==> src/rtl/pipe_ctrl_pkg.sv <==
// Shared definitions for the pipeline sequencer: state encoding, stage
// indices and default redirect addresses.
package pipe_ctrl_pkg;

  // Sequencer state encoding (kept as plain constants for legacy tools).
  typedef logic [0:0] ctrl_state_t;
  localparam ctrl_state_t ST_RUN   = 1'b0;
  localparam ctrl_state_t ST_DRAIN = 1'b1;

  // Stage indices used for stall requests; deeper stages have larger indices.
  localparam int unsigned STG_IF  = 0;
  localparam int unsigned STG_ID  = 1;
  localparam int unsigned STG_EX  = 2;
  localparam int unsigned STG_MEM = 3;

  localparam int unsigned NUM_STG = 4;
  // Pipeline registers: 0=pc, 1=if_id, 2=id_ex, 3=ex_mem, 4=mem_wb.
  localparam int unsigned NUM_REG = 5;

  localparam int unsigned ADDR_W = 32;

  localparam logic [ADDR_W-1:0] EXC_VECTOR_DEF = 32'hBFC0_0380;
  localparam logic [ADDR_W-1:0] RESET_PC_DEF   = 32'hBFC0_0000;

endpackage

==> src/rtl/pipe_ctrl_stall_decode.sv <==
// Combinational stall decoder: maps per-stage stall requests to pipeline
// register enables and bubble inserts.
//   stallreq[3:0] : stall request per stage (IF=0 .. MEM=3)
//   en[4:0]       : register enables (pc, if_id, id_ex, ex_mem, mem_wb)
//   flush[4:1]    : bubble inserts (if_id .. mem_wb)
module pipe_ctrl_stall_decode
  import pipe_ctrl_pkg::*;
(
  input  logic [NUM_STG-1:0] stallreq,
  output logic [NUM_REG-1:0] en,
  output logic [NUM_REG-1:1] flush
);

  logic       any_stall;
  logic [2:0] deepest;

  // Deepest stalled stage holds itself and everything before it; the
  // register right after it receives a bubble.
  always_comb begin
    any_stall = |stallreq;
    deepest   = 3'd0;
    if (stallreq[STG_MEM])     deepest = 3'(STG_MEM);
    else if (stallreq[STG_EX]) deepest = 3'(STG_EX);
    else if (stallreq[STG_ID]) deepest = 3'(STG_ID);
    else                       deepest = 3'(STG_IF);

    en    = '0;
    flush = '0;
    for (int j = 0; j < NUM_REG; j++) begin
      en[j] = !any_stall || (3'(j) > deepest);
    end
    for (int j = 1; j < NUM_REG; j++) begin
      flush[j] = any_stall && (3'(j) == (deepest + 3'd1));
    end
  end

endmodule

==> src/rtl/pipe_ctrl.sv <==
// Central pipeline sequencer for the 5-stage core. Generates per-register
// enables/flushes from stage stall requests and handles exception/ERET
// redirects, deferring the redirect while an instruction fetch drains.
//   clk, rst                 : clock, synchronous active-high reset
//   stallreq_if/id/ex/mem    : per-stage stall requests
//   mem_except_valid         : MEM-stage exception (not ERET)
//   mem_eret                 : MEM-stage ERET
//   cp0_epc                  : current EPC
//   en_*                     : pipeline register enables
//   flush_*                  : bubble inserts (flush wins over enable)
//   redirect_valid/pc        : load pc from redirect_pc this cycle
//   busy_drain               : high while waiting for a fetch to drain
module pipe_ctrl
  import pipe_ctrl_pkg::*;
#(
  parameter logic [31:0] EXC_VECTOR = EXC_VECTOR_DEF,
  parameter logic [31:0] RESET_PC   = RESET_PC_DEF
) (
  input  logic        clk,
  input  logic        rst,
  input  logic        stallreq_if,
  input  logic        stallreq_id,
  input  logic        stallreq_ex,
  input  logic        stallreq_mem,
  input  logic        mem_except_valid,
  input  logic        mem_eret,
  input  logic [31:0] cp0_epc,
  output logic        en_pc,
  output logic        en_if_id,
  output logic        en_id_ex,
  output logic        en_ex_mem,
  output logic        en_mem_wb,
  output logic        flush_if_id,
  output logic        flush_id_ex,
  output logic        flush_ex_mem,
  output logic        flush_mem_wb,
  output logic        redirect_valid,
  output logic [31:0] redirect_pc,
  output logic        busy_drain
);

  ctrl_state_t         state, state_nx;
  logic [ADDR_W-1:0]   pending_pc, pending_pc_nx;
  logic [NUM_STG-1:0]  stallreq;
  logic [NUM_REG-1:0]  dec_en;
  logic [NUM_REG-1:1]  dec_flush;
  logic                exc_any;
  logic [ADDR_W-1:0]   exc_target;

  assign stallreq = {stallreq_mem, stallreq_ex, stallreq_id, stallreq_if};

  pipe_ctrl_stall_decode u_stall_decode (
    .stallreq (stallreq),
    .en       (dec_en),
    .flush    (dec_flush)
  );

  // A real exception outranks ERET when both are reported.
  assign exc_any    = mem_except_valid || mem_eret;
  assign exc_target = mem_except_valid ? EXC_VECTOR : cp0_epc;

  // State and pending redirect target.
  always_ff @(posedge clk) begin
    if (rst) begin
      state      <= ST_RUN;
      pending_pc <= '0;
    end else begin
      state      <= state_nx;
      pending_pc <= pending_pc_nx;
    end
  end

  // Next-state and output decode.
  always_comb begin
    state_nx       = state;
    pending_pc_nx  = pending_pc;
    en_pc          = dec_en[0];
    en_if_id       = dec_en[1];
    en_id_ex       = dec_en[2];
    en_ex_mem      = dec_en[3];
    en_mem_wb      = dec_en[4];
    flush_if_id    = dec_flush[1];
    flush_id_ex    = dec_flush[2];
    flush_ex_mem   = dec_flush[3];
    flush_mem_wb   = dec_flush[4];
    redirect_valid = 1'b0;
    redirect_pc    = exc_target;
    busy_drain     = 1'b0;

    if (rst) begin
      en_pc        = 1'b0;
      en_if_id     = 1'b0;
      en_id_ex     = 1'b0;
      en_ex_mem    = 1'b0;
      en_mem_wb    = 1'b0;
      flush_if_id  = 1'b1;
      flush_id_ex  = 1'b1;
      flush_ex_mem = 1'b1;
      flush_mem_wb = 1'b1;
      redirect_pc  = RESET_PC;
    end else begin
      case (state)
        ST_RUN: begin
          if (exc_any) begin
            // Squash younger instructions; let the faulting one commit.
            en_if_id     = 1'b0;
            en_id_ex     = 1'b0;
            en_ex_mem    = 1'b0;
            en_mem_wb    = 1'b1;
            flush_if_id  = 1'b1;
            flush_id_ex  = 1'b1;
            flush_ex_mem = 1'b1;
            flush_mem_wb = 1'b0;
            if (stallreq_if) begin
              // Fetch in flight: park the target until the bus is free.
              en_pc         = 1'b0;
              pending_pc_nx = exc_target;
              state_nx      = ST_DRAIN;
            end else begin
              en_pc          = 1'b1;
              redirect_valid = 1'b1;
            end
          end
        end
        ST_DRAIN: begin
          // Pipeline is empty; the late fetch word is dropped by flush_if_id.
          busy_drain     = 1'b1;
          en_if_id       = 1'b0;
          en_id_ex       = 1'b0;
          en_ex_mem      = 1'b0;
          en_mem_wb      = 1'b0;
          flush_if_id    = 1'b1;
          flush_id_ex    = 1'b1;
          flush_ex_mem   = 1'b1;
          flush_mem_wb   = 1'b1;
          redirect_pc    = pending_pc;
          en_pc          = !stallreq_if;
          redirect_valid = !stallreq_if;
          if (!stallreq_if) begin
            state_nx = ST_RUN;
          end
        end
        default: begin
          state_nx = ST_RUN;
        end
      endcase
    end
  end

endmodule

==> config.mk <==
export PLATFORM = sky130hd
export DESIGN_NAME = pipe_ctrl
export DESIGN_NICKNAME = d
export VERILOG_FILES = /design/src/rtl/pipe_ctrl_pkg.sv /design/src/rtl/pipe_ctrl_stall_decode.sv /design/src/rtl/pipe_ctrl.sv
export SDC_FILE = /design/constraint.sdc
export NUM_CORES = 1
export LEC_CHECK = 0
export BUFFER_PORTS_ARGS = -buffer_cell sky130_fd_sc_hd__clkbuf_2
export CAP_MARGIN = 10
export CORE_ASPECT_RATIO = 1.1
export CORE_UTILIZATION = 35
export DETAILED_ROUTE_END_ITERATION = 8
export PLACE_DENSITY = 0.67
export SYNTH_ARGS = -nofsm -noshare
export SYNTH_HDL_FRONTEND = slang
export SYNTH_SLANG_ARGS = --single-unit
==> constraint.sdc <==
create_clock -name clk -period 1.7 [get_ports clk]
set_input_delay 0.425 -clock clk [delete_from_list [all_inputs] [get_ports clk]]
set_output_delay 0.425 -clock clk [all_outputs]
set_load 0.005 [all_outputs]
==> results of run 1 <==
## power by group through the flow
| stage | Sequential, uW | Clock, uW | Combinational (uW) |
|---|---|---|---|
| 2_1_floorplan | 841 | 0 | 267 |
| 3_3_place_gp | 849 | 0 | 437 |
| 3_5_place_dp | 850 | 0 | 443 |
| 4_1_cts | 832 | 584 | 450 |
| 5_1_grt | 840 | 618 | 547 |
| 6_report | 837 | 555 | 500 |
## flip-flops by register name, indices dropped and copies added (netlist names)
name / cells
pending_pc: 32
state: 1
## logic make-up (layout without fill, tap and decap cells)
family	Yosys count	after routing	share of synthesized area, %
flops	33	33	31.9
buf+inv	38	112	8.35
compound gates	86	86	22.4
simple gates	127	127	37.3
## worst paths after layout
check                           depth (start not counted)  slack [ns]            from              to
worst max-delay path                                    5       -0.03           state  redirect_pc[4]
worst min-delay path                                    3        0.41     cp0_epc[15]  pending_pc[15]
worst max register to register                          3        0.22           state  pending_pc[31]
worst min register to register                          2        0.48  pending_pc[17]  pending_pc[17]
## metal layers
metal	vias to the layer above	wire length [um]
met5	-	0
met4	0	21
met3	2	329
met2	81	2860
met1	1139	3070
li1	1179	-
## cell type report
class / count / share of cell area (%)
Timing Repair Buffer: 103 / 23.5
Clock buffer: 6 / 2.50
Clock inverter: 2 / 0.344
Sequential cell: 33 / 22.8
Inverter: 1 / 0.129
Multi-Input combinational cell: 213 / 47.4
Tap cell: 77 / 3.31
## worst min-delay path, cell delays in order
cell                       delay (ns)
sky130_fd_sc_hd__clkbuf_2        0.09
sky130_fd_sc_hd__nand4b_1        0.07
sky130_fd_sc_hd__a21oi_1         0.05
## layout by cell type (no fill, tap or decap), types with 2 or more instances in the layout
cell type	synthesis	final
sky130_fd_sc_hd__buf_4	3	13
sky130_fd_sc_hd__nor2b_1	14	11
sky130_fd_sc_hd__buf_12	0	5
sky130_fd_sc_hd__dfxtp_1	33	32
sky130_fd_sc_hd__nor2_1	25	24
sky130_fd_sc_hd__clkbuf_8	0	5
sky130_fd_sc_hd__o21bai_1	9	9
sky130_fd_sc_hd__nor2_2	1	2
sky130_fd_sc_hd__buf_2	14	16
sky130_fd_sc_hd__nor3b_2	0	20
sky130_fd_sc_hd__nor2b_4	0	2
sky130_fd_sc_hd__nor3_2	0	4
sky130_fd_sc_hd__clkinv_2	0	2
sky130_fd_sc_hd__clkbuf_2	1	66
sky130_fd_sc_hd__nor4_1	12	12
sky130_fd_sc_hd__clkbuf_16	0	3
sky130_fd_sc_hd__o21ai_0	20	20
sky130_fd_sc_hd__a21oi_1	52	52
sky130_fd_sc_hd__nor3_1	30	26
sky130_fd_sc_hd__a21o_1	3	3
sky130_fd_sc_hd__nand4b_1	20	20
## metrics by stage
stage / cell area [um2] / hold slack (ns) / total power, uW / setup WS (ns) / utilization (%)
floorplan: 2070 / 0.454 / 1110 / 0.119 / -
global placement: 2590 / 0.461 / 1290 / 0.0276 / 45.2
detailed placement: 2590 / 0.467 / 1290 / -0.00280 / 45.2
CTS: 2710 / 0.393 / 1870 / -0.0323 / 47.2
global route: 2910 / 0.404 / 2010 / -0.111 / 50.7
finish: 2910 / 0.406 / 1890 / -0.0282 / 50.7
## what timing repair did
action,CTS,global route
gates resized for setup,7,39
endpoints found under the setup margin,26,37
setup buffers,0,2
hold endpoints to repair,0,0
pin swaps,0,1
cloned,0,3
==> metrics.log, run 1 <==
INFO  metric ys_dominant_reg_cell = sky130_fd_sc_hd__dfxtp_1
INFO  metric area_delta_synth_final = 40.6%
INFO  metric rows = 29
INFO  metric netlist_area = 0.00207 mm2
INFO  metric synth-edff-count = 0
INFO  metric critPathKind = reg -> out
INFO  metric seq_power_share = 44.2%
INFO  metric clk_pin_slew_worst_paths = 0.07 ns
INFO  metric clock_power_share = 29.3%
INFO  metric critPathMaxStageDelay = 0.46 ns
INFO  metric power.density_cell_area = 651 mW/mm2
INFO  metric tritoncts_num_sinks = 33
INFO  metric floorplan.die.width = 75.3 um
INFO  metric switching_share = 29.8%
INFO  metric netlist_top_cells_count = sky130_fd_sc_hd__a21oi_1, sky130_fd_sc_hd__dfxtp_1, sky130_fd_sc_hd__nor3_1, sky130_fd_sc_hd__nor2_1, sky130_fd_sc_hd__nor3b_1
INFO  metric core-area = 0.00573 mm2
INFO  metric timing_worst_slew_pin_value = 0.630 ns
INFO  metric netSwitchingPower = 564 uW
INFO  metric rsz0062_at_grt = yes
INFO  metric fillerInstances = 609
INFO  metric grt_max_degree = 41
INFO  metric cpLargestDelayFamily = flip-flops
INFO  metric viasPerCell = 5.52
INFO  metric comb_power_share = 26.4%
INFO  metric drtPass1Iterations = 4
INFO  metric tns = -0.152 ns
INFO  metric drive_above_1_share = 39.7%
INFO  metric start_util = 36.1%
INFO  metric synth_area_leaders = sky130_fd_sc_hd__dfxtp_1, sky130_fd_sc_hd__a21oi_1, sky130_fd_sc_hd__nand4b_1, sky130_fd_sc_hd__nor3b_1, sky130_fd_sc_hd__nor3_1
INFO  metric place_hpwl = 3760 um
INFO  metric slew_headroom = 58.0%
INFO  metric seqCellArea = 664 um2
INFO  metric chipHeight = 82.6 um
INFO  metric worst_ep_required_time = 1.27 ns
INFO  metric violations = negative setup slack
INFO  metric top_usage_layer = met2
INFO  metric cell_count_post_placement = 422
INFO  metric synth_area_leader_cell = sky130_fd_sc_hd__dfxtp_1
INFO  metric synthesis.yosys.warnings = 0
INFO  metric postSynthCellCount = 284
INFO  metric post_cts_hold_buffer_count = 0
INFO  metric postRouteAntennaNets = 0
INFO  metric synth.yosys.seq_area_share = 31.9%
INFO  metric synthArstFlopShare = 0%
INFO  metric finalSetupViolations = 11
INFO  metric cp_num_buf_inv = 2
INFO  metric synth_cell_type_count = 24
INFO  metric timing.final.ws_setup = -0.0282 ns
INFO  metric insertion_delay = 0.27 ns
INFO  metric crit_path_cell_trace = clkbuf_16 > nor3b_2 > a21oi_1 > nor2_1 > clkbuf_2
INFO  metric finalCriticalPeriod = 1.73 ns
INFO  metric intPower = 1330 uW
INFO  metric arrival = 1.30 ns
INFO  metric cts_max_path_buffers = 2
INFO  metric vdd_ir_drop_max = 0.292 mV
INFO  metric post_detailed_routing_wire_length = 6280 um
INFO  metric port_buffers = 82
INFO  metric grt_overflow_total = 0
INFO  metric leakage = 0.00120 uW
INFO  metric synth.most_common_cell = sky130_fd_sc_hd__a21oi_1
INFO  metric grt.met3_usage = 3.76%
INFO  metric synth_seq_cells = 33
INFO  metric max_cap_viol_count = 0
INFO  metric area_used_by_multi_input_combinational_logic = 0.00138 mm2
INFO  metric number_of_global_route_vias_before_repair = 1867
INFO  metric max_freq = 579 MHz
INFO  metric global_route_usage_sum = 18.2%
INFO  metric timing.final.max_slew_violations = 0
INFO  metric cp-end-kind = output pin
INFO  metric cts_tree = yes
INFO  metric wl_per_cell = 14.4 um
INFO  metric grt_antenna_before_repair = 0
INFO  metric place.gp.congestion = 0.741
INFO  metric skew = 0.00454 ns
INFO  metric status = finished, violations left
INFO  metric final_net_count = 397
INFO  metric instances_no_fill = 435
INFO  metric critical_path.startpoint_type = flop
INFO  metric initialDrtViolationCount = 155
INFO  metric gr-usage-met2 = 28.9%
INFO  metric antenna_cells = 0
INFO  metric use_met1 = 24.8%
INFO  metric vias = 2401
INFO  metric synthesis.area_per_instance = 7.28 um2
INFO  metric drt_drc_violations_left = 0
INFO  metric cts-htree-levels = 2
INFO  metric hold_viol = 0
INFO  metric wire_length_of_the_first_global_routing_pass = 8740 um
INFO  metric clock_tree.root_cell = sky130_fd_sc_hd__clkbuf_8
INFO  metric fin_crit_sh = 102%
INFO  metric critical_path.slowest_cell = sky130_fd_sc_hd__dfxtp_4
INFO  metric hp-class = in -> reg
INFO  metric postSynthNetCount = 324
INFO  metric crit_path_max_fanout = 9
INFO  metric top_level_i_o_count = 83
INFO  metric cts_inserted_buffers = 5
INFO  metric synth_top_area_share = 31.9%
INFO  metric total_die_area = 0.00622 mm2
(Power assumes the default switching activity.)
==> run 2, diff against run 1 <==
ABC_AREA = 1   (was default)
CORE_UTILIZATION = 40   (was 35)
PLACE_DENSITY = 0.75   (was 0.67)
==> run 2 against run 1 <==
The run still ends with negative setup slack left. Sequential share of layout area rose by 3.4 points. Synthesized cell count rose by 18%. Die area fell by 18%. Critical endpoint is now redirect_pc[1]. Combinational power fell by 9.8%. Sequential power rose by 3.1%. Critical path type unchanged. Clock skew rose by 0.0018 ns. Design area fell by 13%. Hold slack got worse by 0.011 ns. Core utilization rose by 4.0 points.
==> metrics.log, run 2 <==
INFO  metric status = finished, violations left
INFO  metric violations = negative setup slack
INFO  metric skew = 0.00633 ns (+0.00178 ns)
INFO  metric max_flop_register = pending_pc
INFO  metric power.density_cell_area = 744 mW/mm2 (+14%)
INFO  metric cp-end-kind = output pin
INFO  metric largest_register_ff_count = 32 (unchanged)
INFO  metric tns = -0.0243 ns (+0.128 ns)
INFO  metric total_die_area = 0.00509 mm2 (-18%)
INFO  metric global_route_usage_sum = 21.4% (+3.2 points)
INFO  metric viasPerCell = 4.79 (-13%)
INFO  metric vdd_ir_drop_max = 0.402 mV (+38%)
INFO  metric min_to = state
INFO  metric synth_top_area_share = 34.4% (+2.4 points)
INFO  metric drtPass1Iterations = 4 (unchanged)
INFO  metric grt_overflow_total = 0 (unchanged)
INFO  metric netlist_area = 0.00192 mm2 (-7.0%)
INFO  metric preCtsSetupSlack = -0.0386 ns (-0.0358 ns)
INFO  metric finalCriticalPeriod = 1.71 ns (-0.0186 ns)
INFO  metric rsz0062_at_grt = yes
INFO  metric crit_path_max_fanout = 15 (+6)
INFO  metric fillerInstances = 477 (-22%)
INFO  metric worst_ep_required_time = 1.27 ns (about the same)
INFO  metric post-cts-setup-buffer-count = 0 (unchanged)
INFO  metric worstHoldPathCells = 2 (-1)
INFO  metric place.gp.congestion = 0.836 (+13%)
INFO  metric place_hpwl = 3710 um (-1.4%)
INFO  metric netlist_top_cells_count = sky130_fd_sc_hd__nand2_1, sky130_fd_sc_hd__nor2_1, sky130_fd_sc_hd__dfxtp_1, sky130_fd_sc_hd__inv_1, sky130_fd_sc_hd__nand3_1
INFO  metric fin_crit_sh = 101% (-1.1 points)
INFO  metric critical_path.startpoint_type = flop
INFO  metric max_freq = 585 MHz (+1.1%)
INFO  metric timing.final.ws_setup = -0.00966 ns (+0.0186 ns)
INFO  metric postSynthCellCount = 335 (+18%)
INFO  metric grt_max_degree = 33 (-20%)
INFO  metric largestRegisters = pending_pc x32, state x1
INFO  metric clk_pin_slew_worst_paths = 0.07 ns (about the same)
INFO  metric synthArstFlopShare = 0% (unchanged)
INFO  metric initialDrtViolationCount = 134 (-14%)
INFO  metric start_util = 41.6% (+5.6 points)
INFO  metric cts_inserted_buffers = 5 (unchanged)
INFO  metric ys_dominant_reg_cell = sky130_fd_sc_hd__dfxtp_1
INFO  metric postSynthNetCount = 375 (+16%)
INFO  metric synthesis.area_per_instance = 5.74 um2 (-21%)
INFO  metric arrival = 1.28 ns (-0.02 ns)
INFO  metric leakage = 0.00134 uW (+12%)
INFO  metric drt_drc_violations_left = 0 (unchanged)
INFO  metric synth.most_common_cell = sky130_fd_sc_hd__nand2_1
INFO  metric finalSetupViolations = 3 (-8)
INFO  metric cts-htree-levels = 2 (unchanged)
INFO  metric timing.final.max_slew_violations = 0 (unchanged)
INFO  metric layout_common_cells = sky130_fd_sc_hd__nand2_1, sky130_fd_sc_hd__nor2_1, sky130_fd_sc_hd__clkbuf_2, sky130_fd_sc_hd__dfxtp_1, sky130_fd_sc_hd__inv_1
INFO  metric slew_headroom = 77.3% (+19 points)
INFO  metric chipHeight = 74.7 um (-9.6%)
INFO  metric cts_tree = yes
INFO  metric floorplan.die.width = 68.1 um (-9.5%)
INFO  metric postRouteAntennaNets = 0 (unchanged)
INFO  metric hp-class = in -> reg
INFO  metric tritoncts_num_sinks = 33 (unchanged)
INFO  metric crit-reg2reg-capture = pending_pc[19]
INFO  metric final_net_count = 459 (+16%)
INFO  metric drive_above_1_share = 27.6% (-12 points)
INFO  metric port_buffers = 82 (unchanged)
INFO  metric placement.cell_area = 0.00243 mm2 (-6.4%)
INFO  metric layout.cell_area.non_filler = 0.00253 mm2 (-13%)
INFO  metric timing_worst_slew_pin_value = 0.340 ns (-0.290 ns)
INFO  metric reg2reg_depth = 6 (+3)
INFO  metric r2r_slack = 0.28 ns (+0.06 ns)
INFO  metric max_cap_viol_count = 0 (unchanged)
INFO  metric clock_tree.root_cell = sky130_fd_sc_hd__clkbuf_8
INFO  metric area_delta_synth_final = 31.5%
INFO  metric critPathKind = reg -> out
INFO  metric wl_per_cell = 10.9 um (-24%)
INFO  metric rows = 26 (-10%)
INFO  metric post_cts_hold_buffer_count = 0 (unchanged)
INFO  metric synth_area_leader_cell = sky130_fd_sc_hd__dfxtp_1
INFO  metric holdCritStartpoint = rst
INFO  metric number_of_global_route_vias_before_repair = 1870 (+0.16%)
INFO  metric synth_cell_type_count = 18 (-25%)
INFO  metric vias = 2278 (-5.1%)
INFO  metric layout_commonest_cell = sky130_fd_sc_hd__nand2_1
INFO  metric top_level_i_o_count = 83 (unchanged)
INFO  metric synth_area_leaders = sky130_fd_sc_hd__dfxtp_1, sky130_fd_sc_hd__nand2_1, sky130_fd_sc_hd__nor2_1, sky130_fd_sc_hd__nand3_1, sky130_fd_sc_hd__o21ai_1
INFO  metric synth_seq_cells = 33 (unchanged)
INFO  metric core-area = 0.00462 mm2 (-19%)
INFO  metric finalHoldWorstSlack = 0.395 ns (-0.0112 ns)
INFO  metric hold_viol = 0 (unchanged)
INFO  metric wire_length_of_the_first_global_routing_pass = 8150 um (-6.8%)
INFO  metric post_detailed_routing_wire_length = 5200 um (-17%)
INFO  metric grt_antenna_before_repair = 0 (unchanged)
INFO  metric r2r-start = state
INFO  metric synthesis.yosys.warnings = 0 (unchanged)
INFO  metric cts_max_path_buffers = 2 (unchanged)
INFO  metric insertion_delay = 0.29 ns (+0.02 ns)
INFO  metric synth.yosys.seq_area_share = 34.4% (+2.4 points)
INFO  metric synth-edff-count = 0 (unchanged)
INFO  metric antenna_cells = 0 (unchanged)
[run 2: worst max-delay path, cell delays in order, from the launching register on]
cell and delay (ns):
sky130_fd_sc_hd__dfxtp_4 0.36, sky130_fd_sc_hd__nor2_4 0.13, sky130_fd_sc_hd__inv_2 0.15, sky130_fd_sc_hd__o21ai_0 0.21
sky130_fd_sc_hd__clkbuf_2 0.14
[run 2: final cells by class]
class	instances	area (um2)	share of cell area (%)
Clock inverter	2	10.0	0.396
Timing Repair Buffer	95	537	21.2
Inverter	35	136	5.39
Clock buffer	6	72.6	2.87
Multi-Input combinational cell	249	1040	41.1
Sequential cell	33	664	26.3
Tap cell	56	70.1	2.77
[run 2: cell families (layout without fill, tap and decap cells)]
logic type / Yosys count / count (layout) / synth area share [%]
buffers and inverters: 53 / 138 / 12.0
AO/OA/AOI/OAI: 35 / 35 / 9.11
flip-flops: 33 / 33 / 34.4
AND/OR/NAND/NOR: 214 / 214 / 44.5
[run 2: timing repair]
action	in CTS	in global routing
setup endpoints to repair	33	34
resized for setup	5	5
pin swaps	0	0
[run 2: per-layer routing]
| layer | wire length (um) | track usage [%] | vias up |
|---|---|---|---|
| li1 | - | - | 1191 |
| met5 | 0 | 0 | - |
| met3 | 286 | 4.70 | 7 |
| met1 | 2260 | 26.0 | 1009 |
| met2 | 2560 | 36.4 | 71 |
| met4 | 98 | 8.10 | 0 |
[run 2: report_power, final]
part	switching, uW	internal [uW]	total [uW]
Combinational	262	188	451
Clock	284	283	567
Sequential	28.5	835	863
[run 2: how the worst max path moves through the flow]
stage | cells past startpoint | from | slack (ns) | endpoint
after floorplan | 4 | rst | 0.28 | en_id_ex
after global placement | 7 | rst | -0.05 | redirect_pc[25]
after detailed placement | 7 | rst | -0.04 | redirect_pc[25]
after CTS | 6 | state | -0.01 | redirect_pc[25]
after global routing | 6 | state | -0.07 | redirect_pc[25]
final | 4 | state | -0.01 | redirect_pc[1]
[run 2: metrics by stage]
stage | total power [uW] | utilization (%) | instances
after floorplan | 1150 | - | 335
after global routing | 2000 | 54.7 | 476
after detailed placement | 1330 | 52.5 | 468
after global placement | 1320 | 52.5 | 468
final | 1880 | 54.7 | 476
after CTS | 1900 | 54.6 | 476
==> run 3, diff against run 2 <==
CELL_PAD_IN_SITES_DETAIL_PLACEMENT = 1   (was default)
CELL_PAD_IN_SITES_GLOBAL_PLACEMENT = 1   (was default)
CORE_UTILIZATION = 31   (was 40)
PLACE_DENSITY = 0.86   (was 0.75)
==> run 3 against run 2 <==
The flow still finishes with violations (negative setup slack). Worst setup slack got worse by 0.077 ns. Via count grew 9.0%. Clock-buffer cell count increased by 1. Non-clock buffer count is 11 higher. Sequential power rose by 0.7%. Wire length increased by 44%. Die area is 28% higher. Sequential cell count unchanged. Maximum frequency decreased by 4.3%. Core utilization is 6.2 points lower. Critical endpoint is now redirect_pc[21]. Largest power group unchanged.
==> metrics.log, run 3 (synthesis gave the netlist of run 2 again) <==
INFO  metric status = finished, violations left
INFO  metric violations = negative setup slack
INFO  metric cts_inserted_buffers = 5 (unchanged)
INFO  metric vias = 2484 (+9.0%)
INFO  metric total_die_area = 0.00652 mm2 (+28%)
INFO  metric tritoncts_num_sinks = 33 (unchanged)
INFO  metric clock_power_share = 35.2% (+5.0 points)
INFO  metric seq_power_share = 39.3% (-6.6 points)
INFO  metric total_power = 2210 uW (+17%)
INFO  metric largestRegisters = pending_pc x32, state x1
INFO  metric postRouteAntennaNets = 0 (unchanged)
INFO  metric layout_commonest_cell = sky130_fd_sc_hd__nor2_1
INFO  metric finalCriticalPeriod = 1.79 ns (+0.0774 ns)
INFO  metric leakage = 0.00150 uW (+11%)
INFO  metric start_util = 32.7% (-8.9 points)
INFO  metric instances_no_fill = 508 (+6.7%)
INFO  metric finalSetupViolations = 19 (+16)
INFO  metric grt_max_degree = 33 (unchanged)
INFO  metric slew_headroom = 76.2% (-1.1 points)
INFO  metric insertion_delay = 0.29 ns (about the same)
INFO  metric final_net_count = 470 (+2.4%)
INFO  metric top_level_i_o_count = 83 (unchanged)
INFO  metric antenna_cells = 0 (unchanged)
INFO  metric viasPerCell = 4.89 (+2.2%)
INFO  metric cts_tree = yes
INFO  metric critical_path.startpoint_type = flop
INFO  metric global_route_usage_sum = 21.4% (+0.081 points)
INFO  metric arrival = 1.36 ns (+0.08 ns)
INFO  metric worst_ep_required_time = 1.27 ns (about the same)
INFO  metric fin_crit_sh = 105% (+4.6 points)
INFO  metric intPower = 1540 uW (+18%)
INFO  metric max_cap_viol_count = 0 (unchanged)
INFO  metric timing.final.ws_setup = -0.0871 ns (-0.0774 ns)
INFO  metric cell_count_post_placement = 495 (+5.8%)
INFO  metric layout_common_cells = sky130_fd_sc_hd__nor2_1, sky130_fd_sc_hd__nand2_1, sky130_fd_sc_hd__clkbuf_2, sky130_fd_sc_hd__dfxtp_1, sky130_fd_sc_hd__inv_1
INFO  metric comb_power_share = 25.5% (+1.5 points)
INFO  metric wl_per_cell = 14.8 um (+35%)
INFO  metric cp-end-kind = output pin
INFO  metric post_cts_hold_buffer_count = 0 (unchanged)
INFO  metric hold_viol = 0 (unchanged)
INFO  metric rsz0062_at_grt = yes
INFO  metric max_freq = 560 MHz (-4.3%)
INFO  metric hp-class = in -> reg
INFO  metric area_delta_synth_final = 48.5%
INFO  metric post_detailed_routing_wire_length = 7510 um (+44%)
INFO  metric tns = -0.384 ns (-0.360 ns)
INFO  metric cts_max_path_buffers = 2 (unchanged)
INFO  metric floorplan.die.width = 77.1 um (+13%)
INFO  metric crit_path_max_fanout = 6 (-9)
INFO  metric chipHeight = 84.6 um (+13%)
INFO  metric max_flop_register = pending_pc
INFO  metric cts-htree-levels = 2 (unchanged)
INFO  metric grt_antenna_before_repair = 0 (unchanged)
INFO  metric area_used_by_multi_input_combinational_logic = 0.00118 mm2 (+14%)
INFO  metric timing.final.max_slew_violations = 0 (unchanged)
INFO  metric drtPass1Iterations = 4 (unchanged)
INFO  metric place_hpwl = 4740 um (+28%)
INFO  metric timing_worst_slew_pin_value = 0.357 ns (+0.0165 ns)
INFO  metric skew = 0.00674 ns (+0.000409 ns)
INFO  metric drt_drc_violations_left = 0 (unchanged)
INFO  metric largest_register_ff_count = 32 (unchanged)
INFO  metric place.gp.congestion = 0.743 (-11%)
INFO  metric vdd_ir_drop_max = 0.405 mV (+0.78%)
INFO  metric number_of_global_route_vias_before_repair = 2378 (+27%)
INFO  metric rows = 29 (+12%)
INFO  metric preCtsSetupSlack = -0.0153 ns (+0.0234 ns)
INFO  metric drive_above_1_share = 38.3% (+11 points)
INFO  metric fillerInstances = 839 (+76%)
INFO  metric port_buffers = 82 (unchanged)
INFO  metric seqCellArea = 664 um2 (unchanged)
INFO  metric power.density_cell_area = 774 mW/mm2 (+4.0%)
INFO  metric core-area = 0.00588 mm2 (+27%)
INFO  metric wire_length_of_the_first_global_routing_pass = 11000 um (+35%)
INFO  metric initialDrtViolationCount = 88 (-34%)
INFO  metric critPathKind = reg -> out
INFO  metric clk_pin_slew_worst_paths = 0.07 ns (about the same)
INFO  metric clock_tree.root_cell = sky130_fd_sc_hd__clkbuf_8
INFO  metric grt_overflow_total = 0 (unchanged)
INFO  metric netSwitchingPower = 666 uW (+16%)
INFO  metric switching_share = 30.1% (-0.42 points)
run 3: per-stage QoR:
step / hold slack, ns / util, % / cell area, um2
after floorplan: 0.450 / - / 1920
after global placement: 0.456 / 42.5 / 2500
after detailed placement: 0.470 / 42.5 / 2500
after CTS: 0.382 / 45.7 / 2690
after global routing: 0.383 / 48.6 / 2860
final: 0.378 / 48.6 / 2860
run 3: path summary, 6_finish.rpt:
check / startpoint / cells past startpoint / slack [ns] / end
worst min register to register: pending_pc[17] / 2 / 0.49 / pending_pc[17]
worst max-delay path: state / 6 / -0.09 / redirect_pc[21]
worst max register to register: state / 6 / 0.39 / pending_pc[2]
worst min-delay path: rst / 2 / 0.38 / state
run 3: worst max-delay path, stage by stage, from the launching register on:
cell,delay (ns)
sky130_fd_sc_hd__dfxtp_4,0.36
sky130_fd_sc_hd__nor2_4,0.11
sky130_fd_sc_hd__buf_12,0.15
sky130_fd_sc_hd__buf_6,0.14
sky130_fd_sc_hd__nand2_2,0.08
sky130_fd_sc_hd__o21ai_2,0.10
sky130_fd_sc_hd__clkbuf_2,0.14
run 3: routing by layer:
layer,GRT usage [%],share of wire [%]
met3,4.24,4.9
met5,0,0
met4,7.03,1.6
met1,24.4,41
met2,39.8,52
run 3: cell type report:
class                           instances  share of cell area [%]
Multi-Input combinational cell        249                    41.5
Sequential cell                        33                    23.3
Timing Repair Buffer                  106                    22.8
Inverter                               35                    4.95
Tap cell                               77                    3.37
Clock buffer                            7                    3.02
Clock inverter                          1                    1.05
run 3: power groups by stage:
stage / Sequential (uW) / Combinational (uW) / Clock [uW]
after global routing: 874 / 621 / 831
after CTS: 864 / 502 / 784
after detailed placement: 880 / 474 / 0
after floorplan: 874 / 275 / 0
after global placement: 876 / 455 / 0
final: 869 / 563 / 777
run 3: what timing repair did:
action / in CTS / in global routing
buffers inserted: 2 / 1
pin swaps: 1 / 2
resized for setup: 25 / 51
setup endpoints to repair: 34 / 40
gates cloned: 1 / 1
